[config.mk]
export PLATFORM = sky130hd
export DESIGN_NAME = mc_seq_ctrl
export DESIGN_NICKNAME = d
export VERILOG_FILES = /design/src/rtl/mc_pkg.sv /design/src/rtl/mc_next_state.sv /design/src/rtl/mc_seq_ctrl.sv
export SDC_FILE = /design/constraint.sdc
export NUM_CORES = 1
export LEC_CHECK = 0
export ABC_AREA = 1
export CAP_MARGIN = 10
export CORE_MARGIN = 1
export CORE_UTILIZATION = 48
export DETAILED_ROUTE_END_ITERATION = 8
export GPL_TIMING_DRIVEN = 0
export HOLD_SLACK_MARGIN = 0.15
export PLACE_DENSITY = 0.76
export REMOVE_ABC_BUFFERS = 1
export SLEW_MARGIN = 10
export SYNTH_ARGS = -nofsm -noshare
export SYNTH_HDL_FRONTEND = slang
export SYNTH_SLANG_ARGS = --single-unit
[constraint.sdc]
create_clock -name clk -period 3.9 [get_ports clk]
set_clock_uncertainty 0.2 [all_clocks]
set_input_delay 0.78 -clock clk [delete_from_list [all_inputs] [get_ports clk]]
set_output_delay 0.78 -clock clk [all_outputs]
set_load 0.01 [all_outputs]
[src/rtl/mc_pkg.sv]
// ============================================================================
// Module      : mc_pkg
// Description : Shared types and constants for the missionary/cannibal
//               river-crossing sequencer.
// Revision    : 1.0 - initial release
// ============================================================================
`default_nettype none

package mc_pkg;

    typedef struct packed {
        logic [1:0] m;
        logic [1:0] c;
        logic       dir;
    } mc_state_t;

    localparam mc_state_t  MC_START = '{m: 2'd3, c: 2'd3, dir: 1'b0};
    localparam mc_state_t  MC_GOAL  = '{m: 2'd0, c: 2'd0, dir: 1'b1};
    localparam logic [3:0] MC_MOVES = 4'd11;

    localparam logic [1:0] ST_IDLE = 2'd0;
    localparam logic [1:0] ST_RUN  = 2'd1;
    localparam logic [1:0] ST_DONE = 2'd2;
    localparam logic [1:0] ST_ERR  = 2'd3;

    function automatic logic [1:0] mc_absdiff(input logic [1:0] a, input logic [1:0] b);
        return (a >= b) ? (a - b) : (b - a);
    endfunction

endpackage

`default_nettype wire

[src/rtl/mc_next_state.sv]
// ============================================================================
// Module      : mc_next_state
// Description : Successor lookup along the canonical 11-crossing solution.
// Revision    : 1.0 - initial release
// ============================================================================
`default_nettype none

module mc_next_state
    import mc_pkg::*;
(
    input  mc_state_t cur_i,
    output mc_state_t nxt_o,
    output logic      valid_o
);

    always_comb begin
        nxt_o   = cur_i;
        valid_o = 1'b1;
        case ({cur_i.m, cur_i.c, cur_i.dir})
            5'b11_11_0: nxt_o = '{m: 2'd3, c: 2'd1, dir: 1'b1};
            5'b11_01_1: nxt_o = '{m: 2'd3, c: 2'd2, dir: 1'b0};
            5'b11_10_0: nxt_o = '{m: 2'd3, c: 2'd0, dir: 1'b1};
            5'b11_00_1: nxt_o = '{m: 2'd3, c: 2'd1, dir: 1'b0};
            5'b11_01_0: nxt_o = '{m: 2'd1, c: 2'd1, dir: 1'b1};
            5'b01_01_1: nxt_o = '{m: 2'd2, c: 2'd2, dir: 1'b0};
            5'b10_10_0: nxt_o = '{m: 2'd0, c: 2'd2, dir: 1'b1};
            5'b00_10_1: nxt_o = '{m: 2'd0, c: 2'd3, dir: 1'b0};
            5'b00_11_0: nxt_o = '{m: 2'd0, c: 2'd1, dir: 1'b1};
            5'b00_01_1: nxt_o = '{m: 2'd0, c: 2'd2, dir: 1'b0};
            5'b00_10_0: nxt_o = '{m: 2'd0, c: 2'd0, dir: 1'b1};
            default:    valid_o = 1'b0;
        endcase
    end

endmodule

`default_nettype wire

[src/rtl/mc_seq_ctrl.sv]
// ============================================================================
// Module      : mc_seq_ctrl
// Description : Paced sequencer stepping the bank state along the solution.
// Revision    : 1.0 - initial release
// ============================================================================
`default_nettype none

module mc_seq_ctrl
    import mc_pkg::*;
#(
    parameter int STEP_CYCLES = 1
) (
    input  logic       clk,
    input  logic       reset,
    input  logic       start,
    input  logic       abort,
    input  logic       pause,
    input  logic       load,
    input  logic [1:0] load_m,
    input  logic [1:0] load_c,
    input  logic       load_dir,
    output logic [1:0] missionary_cur,
    output logic [1:0] cannibal_cur,
    output logic       direction,
    output logic [1:0] boat_m,
    output logic [1:0] boat_c,
    output logic [3:0] move_cnt,
    output logic       busy,
    output logic       finish,
    output logic       error
);

    localparam logic [3:0] RELOAD = 4'(STEP_CYCLES - 1);

    logic [1:0] fsm_q, fsm_d;
    mc_state_t  st_q, st_d;
    logic [3:0] timer_q, timer_d;
    logic [3:0] cnt_q, cnt_d;
    logic [1:0] bm_q, bm_d;
    logic [1:0] bc_q, bc_d;
    logic       busy_q, finish_q, error_q;

    mc_state_t  nxt;
    logic       nxt_valid;

    mc_next_state u_next (
        .cur_i   (st_q),
        .nxt_o   (nxt),
        .valid_o (nxt_valid)
    );

    always_comb begin
        fsm_d   = fsm_q;
        st_d    = st_q;
        timer_d = timer_q;
        cnt_d   = cnt_q;
        bm_d    = bm_q;
        bc_d    = bc_q;
        if (abort) begin
            fsm_d   = ST_IDLE;
            st_d    = MC_START;
            timer_d = 4'd0;
            cnt_d   = 4'd0;
            bm_d    = 2'd0;
            bc_d    = 2'd0;
        end else begin
            case (fsm_q)
                ST_IDLE: begin
                    if (load) begin
                        st_d  = '{m: load_m, c: load_c, dir: load_dir};
                        cnt_d = 4'd0;
                        bm_d  = 2'd0;
                        bc_d  = 2'd0;
                    end else if (start) begin
                        if (st_q == MC_GOAL) begin
                            fsm_d = ST_DONE;
                        end else begin
                            fsm_d   = ST_RUN;
                            timer_d = RELOAD;
                        end
                    end
                end
                ST_RUN: begin
                    if (!pause) begin
                        if (timer_q != 4'd0) begin
                            timer_d = timer_q - 4'd1;
                        end else if (nxt_valid) begin
                            st_d  = nxt;
                            cnt_d = (cnt_q == 4'hF) ? cnt_q : cnt_q + 4'd1;
                            bm_d  = mc_absdiff(nxt.m, st_q.m);
                            bc_d  = mc_absdiff(nxt.c, st_q.c);
                            if (nxt == MC_GOAL) begin
                                fsm_d = ST_DONE;
                            end else begin
                                timer_d = RELOAD;
                            end
                        end else begin
                            // Off-path state: freeze everything for inspection
                            fsm_d = ST_ERR;
                        end
                    end
                end
                default: ;
            endcase
        end
    end

    always_ff @(posedge clk or negedge reset) begin
        if (!reset) begin
            fsm_q    <= ST_IDLE;
            st_q     <= MC_START;
            timer_q  <= 4'd0;
            cnt_q    <= 4'd0;
            bm_q     <= 2'd0;
            bc_q     <= 2'd0;
            busy_q   <= 1'b0;
            finish_q <= 1'b0;
            error_q  <= 1'b0;
        end else begin
            fsm_q    <= fsm_d;
            st_q     <= st_d;
            timer_q  <= timer_d;
            cnt_q    <= cnt_d;
            bm_q     <= bm_d;
            bc_q     <= bc_d;
            busy_q   <= (fsm_d == ST_RUN);
            finish_q <= (fsm_d == ST_DONE);
            error_q  <= (fsm_d == ST_ERR);
        end
    end

    assign missionary_cur = st_q.m;
    assign cannibal_cur   = st_q.c;
    assign direction      = st_q.dir;
    assign boat_m         = bm_q;
    assign boat_c         = bc_q;
    assign move_cnt       = cnt_q;
    assign busy           = busy_q;
    assign finish         = finish_q;
    assign error          = error_q;

endmodule

`default_nettype wire

==> qor.txt <==
Max-Cap Viols - 0
Buffers inserted by post-CTS timing repair - 0
Top fanout value on the critical path - 13
Leading post-synthesis cells by cell area - dfrtp_1, nand2_1, ha_1
Clock power share - 0.101
CTS H-tree lvls - 1
Layout cells sized above 1 - 0.1796
Pre-antenna DRT Iters - 4
I/O pins - 27
Syn Inst Count - 217
Vias per inst - 5.021
Crit Path Class - in2reg
Post-CTS Hold Buffers - 0
Yosys Warn Count - 0
Setup TNS - 0 ns
Cts repair resizes - 0
Flop pwr share - 0.265
Antenna violations before repair - 0
Via count - 1461
Bufs on Longest Clock Path - 2
Vias in the first global route - 1244
Global routing usage on met2 - 0.3103
Die Wd - 61.52 um
HP Class - reg2reg
Dpl hpwl - 2.643 mm
Total power - 1.240 mW
Post-synthesis sequential area ratio - 0.3267
Tcrit/Tclk final - 0.7864
Commonest cells after routing, fill and taps aside - nand2_1, inv_1, clkdlybuf4s50_1
Switching portion of total power - 0.4748
Final instance area - 2043 um2
Worst setup margin - 0.8329 ns
GR Util met1 - 0.2739
Post-route minimum period - 3.067 ns
Worst Tran Pin Value - 1.015 ns
Setup Viol. Count Final - 0
Root Driver - clkbuf_4
Most used routing layer - met2
GRT met3 Usage - 0.01891
Leakage - 0.9974 nW
Post-Place Setup Slack - 0.5254 ns
Outcome - finished, final reports clean
Final wirelength - 3.388 mm
Peak supply drop - 255.7 uV
Number of distinct library cells after synthesis - 34
ANT nets after route - 0
CTS clk-pin slew, worst paths - 0.12 ns
Worst skew pair latency - 0.31 ns
Critical Path RT - 3.90 ns
Area Growth Syn to Fin - 20.16%
DRC violations left - 0
Overall Global Routing Usage - 0.1938
CTS tree - done
Startpoint Class - primary input
Starting density of the core - 0.5056
Max Slew Vio Count - 0
Antenna Cells - 0
Fmax - 0.3260 GHz
Fin. Hold Viols - 0
WL per Instance - 11.64 um
Post-synthesis cell area - 1700 um2
# rows - 21
DP Area - 2007 um2
Internal - 0.6513 mW
Global-route wire length before repair - 5.382 mm
Die height - 61.52 um
Comb pwr share - 0.634
Overflow after GRT - 0
Most common cell after layout, fill and taps aside - nand2_1
Core Box Area - 3363 um2
GP Congestion - 0.8654
First DRT Iteration DRCs - 93
Worst EP arrival - 3.07 ns
Fin nets - 268
Die outline area - 3785 um2
Yosys reg bits - 22
Slew HR - 0.3213
Synth top area share - 0.2649
CP endpoint kind - flip-flop
Unrepaired setup endpoints after global routing - false
Post-Syn Area per Cell - 7.836 um2
Power Density - 607.0 nW/um2
Psw - 0.5889 mW
Pin count of the biggest net entering global routing - 23
Port Buffers - 26
Yosys top cell by area - dfrtp_1
Clk sink count - 22
CTS Buf Count - 3
==> logic make-up (layout without fill, tap and decap cells) <==
group | count (synthesis) | in the layout | share of synthesized area
AOI/OAI and AO/OA | 33 | 33 | 0.1192
adders and majority gates | 11 | 11 | 0.08977
DFF | 22 | 22 | 0.3267
buffers and inverters | 38 | 66 | 0.09419
and+or+nand+nor | 110 | 110 | 0.3547
xor gates and xnor gates | 3 | 3 | 0.01546
==> worst paths after layout <==
kind                                  from     endpoint  slack, ns  depth (start not counted)
setup / recovery                     abort  move_cnt[3]       0.83                         10
hold / removal                   boat_c[0]    boat_c[0]       0.30                          2
setup reg to reg           cannibal_cur[1]    boat_c[1]       1.12                         14
hold reg to reg                  boat_c[0]    boat_c[0]       0.30                          2
max in group asynchronous            reset   timer_q[2]       2.08                          1
min in group asynchronous            reset    boat_c[1]       0.81                          1
==> through the flow <==
stage                     instances  utilization  hold slack [ns]
final                           291       0.6075           0.2967
after global routing            291       0.6075           0.3312
after CTS                       291       0.6075           0.3037
after global placement          287       0.5967           0.2700
after floorplan                 215            -           0.2814
after detailed placement        287       0.5967           0.2753
==> cells in the mapped netlist, drive strengths merged <==
library cell	n
clkbuf	1
xnor2	1
a22oi	1
nor3	2
a21oi	3
buf	1
xor2	2
nand4	2
o21ai	17
a21o	1
dfstp	4
nand3	22
ha	9
o31ai	3
inv	35
nand2	52
o21a	1
nor4	2
dfrtp	18
a31oi	2
o221ai	4
nor2	27
o211a	1
bufinv	1
fa	2
nor3b	3
==> sequential cells by signal, indices dropped and copies added (netlist names) <==
| name | count |
|---|---|
| timer_q | 4 |
| boat_m | 2 |
| finish | 1 |
| cannibal_cur | 2 |
| busy | 1 |
| missionary_cur | 2 |
| move_cnt | 4 |
| boat_c | 2 |
| direction | 1 |
| error | 1 |
| fsm_q | 2 |
==> layout make-up <==
type                            instances  area [um2]
Tap cell                               46       57.56
Fill cell                             330        1320
Multi-Input combinational cell        157       984.7
Timing Repair Buffer                   26       260.3
Sequential cell                        22       555.5
Inverter                               36       148.9
Clock buffer                            4       36.28
==> metal layers <==
layer,up-vias,wire [um]
met5,-,0
met4,0,39
met3,4,52
met2,14,1613
met1,679,1682
li1,764,-
==> power by group through the flow <==
stage          Sequential, mW  Clock, mW  Combinational [mW]
5_1_grt                 0.336      0.137               0.889
2_1_floorplan           0.338          0               0.578
6_report                0.328      0.126               0.786
3_5_place_dp            0.333          0               0.785
4_1_cts                 0.328      0.131               0.791
3_3_place_gp            0.333          0               0.771
==> critical path, stage by stage <==
cell             delay (ns)
clkdlybuf4s50_1        0.47
inv_1                  0.12
nand2_1                0.40
nor2_1                 0.20
nor4_1                 0.20
nand2_1                0.34
nor2_4                 0.24
inv_2                  0.08
nor3_1                 0.18
nor3b_2                0.07
Note: power is estimated with default switching activity, not from simulation.
